### src/rtl/rd53_pkg.sv
// -----------------------------------------------------------------------------
// rd53_pkg
// Shared definitions for the rd53 weight enumerator.
//   state_e    : enumerator FSM states (IDLE / SCAN / HOLD)
//   MAX_WEIGHT : largest legal target popcount for a 5-bit word
//   LAST_WORD  : final word of each enumeration (k ones packed into the MSBs)
//   COUNT      : number of 5-bit words of each popcount, C(5,k)
// -----------------------------------------------------------------------------
package rd53_pkg;

    typedef enum logic [1:0] {
        IDLE = 2'd0,
        SCAN = 2'd1,
        HOLD = 2'd2
    } state_e;

    localparam int unsigned MAX_WEIGHT = 5;

    localparam logic [4:0] LAST_WORD [0:5] = '{
        5'b00000, 5'b10000, 5'b11000, 5'b11100, 5'b11110, 5'b11111
    };

    localparam int unsigned COUNT [0:5] = '{1, 5, 10, 10, 5, 1};

endpackage

### src/rtl/rd53_popcnt.sv
// -----------------------------------------------------------------------------
// rd53_popcnt
// Combinational population count of a 5-bit word.
// Ports:
//   word_i : 5-bit word to count
//   cnt_o  : number of set bits in word_i (0..5)
// -----------------------------------------------------------------------------
module rd53_popcnt (
    input  logic [4:0] word_i,
    output logic [2:0] cnt_o
);

    always_comb begin
        cnt_o = '0;
        for (int i = 0; i < 5; i++) begin
            cnt_o = cnt_o + {2'b00, word_i[i]};
        end
    end

endmodule

### src/rtl/rd53_enum.sv
// -----------------------------------------------------------------------------
// rd53_enum
// Inverse of the rd53 weight function: for an accepted weight k, emits every
// 5-bit word whose popcount equals k, once each, in ascending numeric order.
// A candidate counter scans upward one value per cycle; each matching value is
// presented on a valid/ready output and held until the consumer accepts it.
//
// Ports:
//   clk        : rising-edge clock
//   rst_n      : synchronous active-low reset
//   req_valid  : request strobe
//   req_ready  : high only while idle
//   req_weight : target popcount, legal 0..5
//   out_valid  : out_word is valid
//   out_ready  : consumer accepts out_word
//   out_word   : current word of the enumeration
//   out_last   : out_word is the final word of the enumeration
//   err        : one-cycle pulse when an illegal weight (>5) is requested
//   out_index  : ordinal of out_word within the enumeration
//
// Configuration:
//   RD53_ENUM_INDEX_EN : when defined, the out_index port and its counter exist.
// -----------------------------------------------------------------------------
module rd53_enum
    import rd53_pkg::*;
(
    input  logic       clk,
    input  logic       rst_n,
    input  logic       req_valid,
    output logic       req_ready,
    input  logic [2:0] req_weight,
    output logic       out_valid,
    input  logic       out_ready,
    output logic [4:0] out_word,
    output logic       out_last,
    output logic       err
`ifdef RD53_ENUM_INDEX_EN
    ,
    output logic [3:0] out_index
`endif
);

    state_e     state_q, state_d;
    logic [2:0] k_q, k_d;
    logic [4:0] cand_q, cand_d;
    logic [4:0] word_q, word_d;
    logic       valid_q, valid_d;
    logic       last_q, last_d;
    logic       err_q, err_d;
    logic [2:0] cand_cnt;
`ifdef RD53_ENUM_INDEX_EN
    logic [3:0] idx_q, idx_d;
`endif

    rd53_popcnt u_popcnt (
        .word_i (cand_q),
        .cnt_o  (cand_cnt)
    );

    always_comb begin
        // NOTE: every variable gets a default first so no path leaves it unassigned (no latches).
        state_d = state_q;
        k_d     = k_q;
        cand_d  = cand_q;
        word_d  = word_q;
        valid_d = valid_q;
        last_d  = last_q;
        err_d   = 1'b0;
`ifdef RD53_ENUM_INDEX_EN
        idx_d   = idx_q;
`endif

        unique case (state_q)
            IDLE: begin
                if (req_valid) begin
                    cand_d = '0;
`ifdef RD53_ENUM_INDEX_EN
                    idx_d  = '0;
`endif
                    if (req_weight > 3'(MAX_WEIGHT)) begin
                        err_d = 1'b1;
                    end else begin
                        // k is only latched when legal, so LAST_WORD is never indexed past 5.
                        k_d     = req_weight;
                        state_d = SCAN;
                    end
                end
            end

            SCAN: begin
                if (cand_cnt == k_q) begin
                    word_d  = cand_q;
                    valid_d = 1'b1;
                    last_d  = (cand_q == LAST_WORD[k_q]);
                    state_d = HOLD;
                end else begin
                    // The last word of every k is reached by 31, so this never wraps.
                    cand_d = cand_q + 5'd1;
                end
            end

            HOLD: begin
                if (out_ready) begin
                    valid_d = 1'b0;
`ifdef RD53_ENUM_INDEX_EN
                    idx_d   = idx_q + 4'd1;
`endif
                    if (last_q) begin
                        state_d = IDLE;
                    end else begin
                        cand_d  = cand_q + 5'd1;
                        state_d = SCAN;
                    end
                end
            end

            default: state_d = IDLE;
        endcase
    end

    always_ff @(posedge clk) begin
        if (!rst_n) begin
            state_q <= IDLE;
            k_q     <= '0;
            cand_q  <= '0;
            word_q  <= '0;
            valid_q <= 1'b0;
            last_q  <= 1'b0;
            err_q   <= 1'b0;
`ifdef RD53_ENUM_INDEX_EN
            idx_q   <= '0;
`endif
        end else begin
            // NOTE: non-blocking assignments so every register updates from pre-edge values.
            state_q <= state_d;
            k_q     <= k_d;
            cand_q  <= cand_d;
            word_q  <= word_d;
            valid_q <= valid_d;
            last_q  <= last_d;
            err_q   <= err_d;
`ifdef RD53_ENUM_INDEX_EN
            idx_q   <= idx_d;
`endif
        end
    end

    assign req_ready = (state_q == IDLE);
    assign out_valid = valid_q;
    assign out_word  = word_q;
    assign out_last  = last_q;
    assign err       = err_q;
`ifdef RD53_ENUM_INDEX_EN
    assign out_index = idx_q;
`endif

endmodule

### config.mk
export PLATFORM = sky130hd
export DESIGN_NAME = rd53_enum
export DESIGN_NICKNAME = d
export VERILOG_FILES = /design/src/rtl/rd53_pkg.sv /design/src/rtl/rd53_popcnt.sv /design/src/rtl/rd53_enum.sv
export SDC_FILE = /design/constraint.sdc
export NUM_CORES = 1
export LEC_CHECK = 0
export ABC_CLOCK_PERIOD_IN_PS = 5850
export CAP_MARGIN = 15
export CELL_PAD_IN_SITES_DETAIL_PLACEMENT = 1
export CELL_PAD_IN_SITES_GLOBAL_PLACEMENT = 2
export CORE_MARGIN = 5
export CORE_UTILIZATION = 35
export DETAILED_ROUTE_END_ITERATION = 10
export GPL_TIMING_DRIVEN = 1
export PLACE_DENSITY_LB_ADDON = 0.2
export SLEW_MARGIN = 20
export SYNTH_ARGS = -nofsm -noshare
export SYNTH_HDL_FRONTEND = slang
export SYNTH_SLANG_ARGS = --single-unit
### constraint.sdc
create_clock -name clk -period 5.85 [get_ports clk]
set_input_delay 1.17 -clock clk [delete_from_list [all_inputs] [get_ports clk]]
set_output_delay 1.17 -clock clk [all_outputs]
set_load 0.02 [all_outputs]
==> impl_results.md, run 1 <==
- Status: finished, final reports clean
- Worst-Margin Slew: 537 ps
- Setup tns final: 0 ps
- Top-count cell post-synth: dfxtp_1
- Top-area cell type share of the netlist area: 31.4%
- Mean Syn Cell Area: 9.19 um2
- Avg WL per Cell: 15.5 um
- Vias: 939
- Inserted Diodes: 0
- Power per standard cell area: 367 mW/mm2
- Hold-fix buffers at CTS: 0
- Leakage: 0.000566 uW
- Synth area leader: dfxtp_1
- Post-Route WL: 2840 um
- Post-route clock period utilization: a little under three fifths
- DRT Pass-1 Iters: 4
- Met3 wire length: 69 um
- Routed Antenna Nets: 0
- Worst Hold Class: reg2reg
- Clock share of power: 16.9%
- Sw Pwr: slightly above 200 uW
- Peak VDD IR: 0.162 mV
- Clk_skew: 3.30 ps
- Final critical-path required period: ~3300 ps
- Synth warn: 0
- TritonCTS Sinks: 18
- Root buf cell: clkbuf_4
- CP Capture Type: register
- Met1 wire length: 1370 um
- Cell-internal power: roughly 290 uW
- CP Launch Type: register
- Clock Tree Buf Depth: 2
- Switching share of power: roughly two fifths
- Count of input and output buffers: 15
- Fin. max-slew vios: 0
- Ys async rst share: 0%
- Comb pwr share: 49.2%
- Core Area: 0.00310 mm2
- Crit-path cells: ha_1 -> inv_1 -> fa_1 -> inv_1 -> ha_1 -> fa_1 -> xnor2_1 -> nand4_2 -> and3_4 -> a31o_2
- Die Y: about 67 um
- Nets: approximately 160
- CTS tree: built
- Initial antenna violation count: 0
- Dominant synthesized flop cell: dfxtp_1
- Synth area leaders: dfxtp_1, ha_1, mux2i_1, inv_1, nor2_1
- Synth cell count leaders: dfxtp_1, inv_1, nor2_1
- Final Hold Viols: 0
- Rel. slew slack: 64.1%
- H-tree depth reported by CTS: 1
- Max frequency: 0.299 GHz
- Synth Cell Area: around 0.0011 mm2
- Worst path slowest cell: fa_1
- Layout cell share with drive strength beyond 1: 9.35%
- EDFF count, synth: 0
- CTS buffer count: 3
- Worst path required time: 6060 ps
- Setup Crit Path Kind: reg2reg
- Die X: 67.3 um
- Final core occ: between 40% and 50%
- Via density: about 5
- First-pass GRT wire length: 4920 um
- Post-CTS Setup Bufs: 0
- Worst-Skew Late Latency: 300 ps
- Num ports: 16
- Mapped Nets: 142
- Vias in the first global route: 1032
- Netlist cell types: 39
- Dpl hpwl: 2140 um
- Sequential share of power: ~34%
- CTS-repair resized insts: 0
- Top Metal Used: met4
- Worst EP arrival: 3550 ps
- GP Congestion: 0.770
- Routed wl met2: 1380 um
- Pin count of the biggest net entering global routing: 15
- Overflow after GRT: 0
- Unrepaired setup endpoints after global routing: false
- Largest stage delay, worst path: 480 ps
- Max Cap Viol: 0
- Die Area: roughly 0.0045 mm2
- Clock transition at path regs: 120 ps
- Synthesized instance count: 125
- Post-synthesis register bit count: 18
- Max FO, Critical Path: 13
- Area delta synth->final: 17.8%
- DR iter-0 viols: 29
- Seq/Total Area, Yosys: 31.4%
- Hold slack: about 520 ps
- DRC: 0
- # rows: 20
- Starting Density: 37.0%
- Endpoints failing setup: 0
- GRT Overall Usage: 14.6%
-- cell type report --
type | instances | area (um2)
clock buffer | 4 | 36.3
fill | 394 | 1750
inverter | 13 | 48.8
multi-input combinational | 89 | 702
sequential | 18 | 360
tap | 44 | 55.1
timing repair buffer | 15 | 150
-- sequential cells by signal, summed over array words and instances (netlist names) --
register,count
out_word,5
out_valid,1
k_q,3
out_last,1
state_q,2
err,1
cand_q,5
-- power groups by stage --
stage	logic, uW	registers, uW	clock network [uW]
finish	244	168	83.9
global route	270	173	93.8
CTS	247	169	87.1
detailed placement	245	172	0
global placement	240	170	0
floorplan	192	168	0
-- cells by family (layout without fill, tap and decap cells) --
kind of cell	after synthesis	count (layout)	synth area share, %
AND/OR/NAND/NOR	44	44	19.4
AO/OA/AOI/OAI	23	23	17.2
flip-flops	18	18	31.4
buffers and inverters	18	32	7.52
adder cells (fa/ha/maj)	10	10	12.2
multiplexers	8	8	6.97
XOR/XNOR	4	4	5.34
-- worst max-delay path, delay by kind of cell (launching register included) --
kind                     cells  cell delay, ps
AND/OR/NAND/NOR              2             800
adder cells (fa/ha/maj)      4            1450
buffers and inverters        2             100
flip-flops                   1             390
AO/OA/AOI/OAI                1             240
XOR/XNOR                     1             280
-- layout by cell type (no fill, tap or decap), drive strengths merged, types with 3 or more instances in the layout --
cell,n
clkdlybuf4s50,15
mux2i,8
nor2,13
inv,13
nand2,8
ha,8
dfxtp,18
nor3,6
xnor2,4
nand3,9
nand2b,3
clkbuf,4
-- layer usage --
metal,global-route usage [%],vias to the layer above
met2,25.5,10
met3,2.50,2
met5,0,-
li1,-,469
met1,18.3,458
met4,4.56,0
-- through the flow --
step | std cells | cell area, um2 | power (uW) | worst slack [ps]
after floorplan | 125 | 1150 | 360 | 3090
after global routing | 183 | 1350 | 536 | 2370
after detailed placement | 179 | 1320 | 417 | 2530
after CTS | 183 | 1350 | 503 | 2500
after global placement | 179 | 1320 | 410 | 2640
final | 183 | 1350 | 497 | 2510
-- final timing paths --
check,to,slack (ps),cells after the start,start
worst min-delay path,out_word[2]$_SDFFE_PN0P_,520,2,out_word[2]$_SDFFE_PN0P_
worst max register to register,cand_q[0]$_SDFFE_PN0P_,2510,10,cand_q[0]$_SDFFE_PN0P_
worst min register to register,out_word[2]$_SDFFE_PN0P_,520,2,out_word[2]$_SDFFE_PN0P_
worst max-delay path,cand_q[0]$_SDFFE_PN0P_,2510,10,cand_q[0]$_SDFFE_PN0P_
Power figures use the tool's default switching activity.
==> run 2, diff against run 1 <==
ABC_CLOCK_PERIOD_IN_PS = 2700   (was 5850)
CORE_UTILIZATION = 30   (was 35)
clock period = 2.7 ns   (was 5.85 ns; I/O delays follow)
==> run 2 against run 1 <==
  * The run now ends with setup timing left
  * Worst hold slack worse by 25 ps
  * Sequential cell count did not move
  * Sequential power up 120%
  * Largest power group unchanged
==> impl_results.md, run 2 (synthesis results as in run 1) <==
- Worst-Margin Slew: 570 ps (was 537 ps)
- DRT Pass-1 Iters: 4 (unchanged)
- Root buf cell: clkbuf_8 (was clkbuf_4)
- Die Y: 71.9 um (was 67.3 um)
- Clk_skew: 6.45 ps (was 3.30 ps)
- Nets: 169 (was 157)
- Final Hold Viols: 0 (unchanged)
- Pin count of the biggest net entering global routing: 15 (unchanged)
- GRT Overall Usage: 12.5% (was 14.6%)
- Area delta synth->final: 35.7% (was 17.8%)
- Worst EP arrival: 2900 ps (was 3550 ps)
- Die X: 71.9 um (was 67.3 um)
- Vias in the first global route: 1002 (was 1032)
- DR iter-0 viols: 53 (was 29)
- Fin cells: 199 (was 183)
- Unrepaired setup endpoints after global routing: true (was false)
- Core Area: 0.00369 mm2 (was 0.00310 mm2)
- Layout cell share with drive strength beyond 1: 22.5% (was 9.35%)
- Post-route clock period utilization: 102% (was 57.1%)
- Clock Tree Buf Depth: 2 (unchanged)
- CTS buffer count: 3 (unchanged)
- Via density: 4.99 (was 5.13)
- Commonest non-fill, non-tap cell in the layout: dfxtp_1 (unchanged)
- Status: finished with violations (was finished, final reports clean)
- Final critical-path required period: 2740 ps (was 3340 ps)
- Fin. max-slew vios: 0 (unchanged)
- CP Capture Type: register (unchanged)
- Power per standard cell area: 826 mW/mm2 (was 367 mW/mm2)
- Num ports: 16 (unchanged)
- Inserted Diodes: 0 (unchanged)
- Avg WL per Cell: 15.5 um (about the same)
- GP Congestion: 0.734 (was 0.770)
- Commonest non-fill, non-tap cells in the layout: dfxtp_1, clkdlybuf4s50_1, nor2_1, inv_1, buf_4 (was dfxtp_1, clkdlybuf4s50_1, inv_1, nor2_1, nand3_1)
- Dpl hpwl: 2310 um (was 2140 um)
- Starting Density: 31.1% (was 37.0%)
- Routed Antenna Nets: 0 (unchanged)
- Failing checks: setup timing
- Die Area: 0.00517 mm2 (was 0.00453 mm2)
- Worst-Skew Late Latency: 260 ps (was 300 ps)
- FILL cells: 436 (was 394)
- First-pass GRT wire length: 4970 um (was 4920 um)
- Worst Hold Class: reg2reg (unchanged)
- Post-Route WL: 3080 um (was 2840 um)
- Rel. slew slack: 62.0% (was 64.1%)
- Vias: 994 (was 939)
- Dpl ws: -146 ps (was 2530 ps)
- Clock transition at path regs: 80 ps (was 120 ps)
- Overflow after GRT: 0 (unchanged)
- Peak VDD IR: 0.275 mV (was 0.162 mV)
- Count of input and output buffers: 15 (unchanged)
- CTS tree: built (unchanged)
- # rows: 22 (was 20)
- Max Cap Viol: 0 (unchanged)
- Hold-fix buffers at CTS: 0 (unchanged)
- Max FO, Critical Path: 5 (was 13)
- DRC: 0 (unchanged)
- Placed instance area: 0.00142 mm2 (was 0.00132 mm2)
- Setup Crit Path Kind: reg2reg (unchanged)
- H-tree depth reported by CTS: 1 (unchanged)
- Initial antenna violation count: 0 (unchanged)
- Cell count after placement: 193 (was 179)
- TritonCTS Sinks: 18 (unchanged)
- Worst path required time: 2860 ps (was 6060 ps)
- Endpoints failing setup: 12 (was 0)
- Max frequency: 0.365 GHz (was 0.299 GHz)
- CP Launch Type: register (unchanged)
- Design Area, Final: 0.00156 mm2 (was 0.00135 mm2)
- Leakage: 0.000648 uW (was 0.000566 uW)
- Final WS setup: -43.1 ps (was 2510 ps)
run 2: cell count changes in the layout (fill, tap and decap cells not counted), moves of 2 or more:
cell | before | now
clkbuf_8 | 1 | 4
dfxtp_2 | 0 | 2
buf_4 | 0 | 10
dfxtp_1 | 18 | 16
clkbuf_4 | 3 | 0
ha_1 | 8 | 6
run 2: power breakdown:
| group | total (uW) | internal [uW] | switching (uW) |
|---|---|---|---|
| combinational | 693 | 331 | 362 |
| sequential | 364 | 307 | 56.7 |
| clock | 231 | 130 | 101 |
| total | 1290 | 767 | 520 |
run 2: final cells by class:
type | count | area [um2] | share of cell area [%]
Multi-Input combinational cell | 89 | 781 | 50.1
Tap cell | 48 | 60.1 | 3.85
Sequential cell | 18 | 363 | 23.3
Timing Repair Buffer | 27 | 251 | 16.1
Inverter | 13 | 48.8 | 3.13
Clock buffer | 4 | 55.1 | 3.53
run 2: per-layer routing:
layer | GRT usage (%) | vias to the layer above | wire length, um
met5 | 0 | - | 0
met4 | 3.13 | 0 | 27
met3 | 3.09 | 5 | 76
met2 | 20.1 | 10 | 1550
met1 | 16.6 | 487 | 1420
li1 | - | 492 | -
run 2: repair_timing:
| action | CTS | global route |
|---|---|---|
| gates resized for setup | 9 | 4 |
| pin swaps | 7 | 4 |
| endpoints found under the setup margin | 14 | 14 |
| setup buffers | 1 | 1 |
run 2: path summary, 6_finish.rpt:
path / from / to / slack [ps] / cells after the start
setup / recovery: cand_q[0]$_SDFFE_PN0P_ / cand_q[0]$_SDFFE_PN0P_ / -40 / 10
hold / removal: out_valid$_SDFFE_PN0P_ / out_valid$_SDFFE_PN0P_ / 500 / 2
setup reg to reg: cand_q[0]$_SDFFE_PN0P_ / cand_q[0]$_SDFFE_PN0P_ / -40 / 10
hold reg to reg: out_valid$_SDFFE_PN0P_ / out_valid$_SDFFE_PN0P_ / 500 / 2
run 2: metrics by stage:
stage / utilization, % / hold slack [ps] / power, uW / TNS (ps)
floorplan: - / 483 / 791 / 0
global placement: 38.5 / 473 / 945 / -293
detailed placement: 38.5 / 488 / 969 / -1510
CTS: 41.4 / 505 / 1260 / -154
global route: 42.3 / 549 / 1370 / -2180
finish: 42.3 / 497 / 1290 / -349
run 2: critical path, cell delays in order (launching register included):
cell and delay (ps):
dfxtp_2 340, ha_4 270, inv_2 30, fa_1 470, inv_1 40, ha_2 160, fa_1 480, xnor2_2 230
nand4_4 190, and3_4 220, a31o_4 210
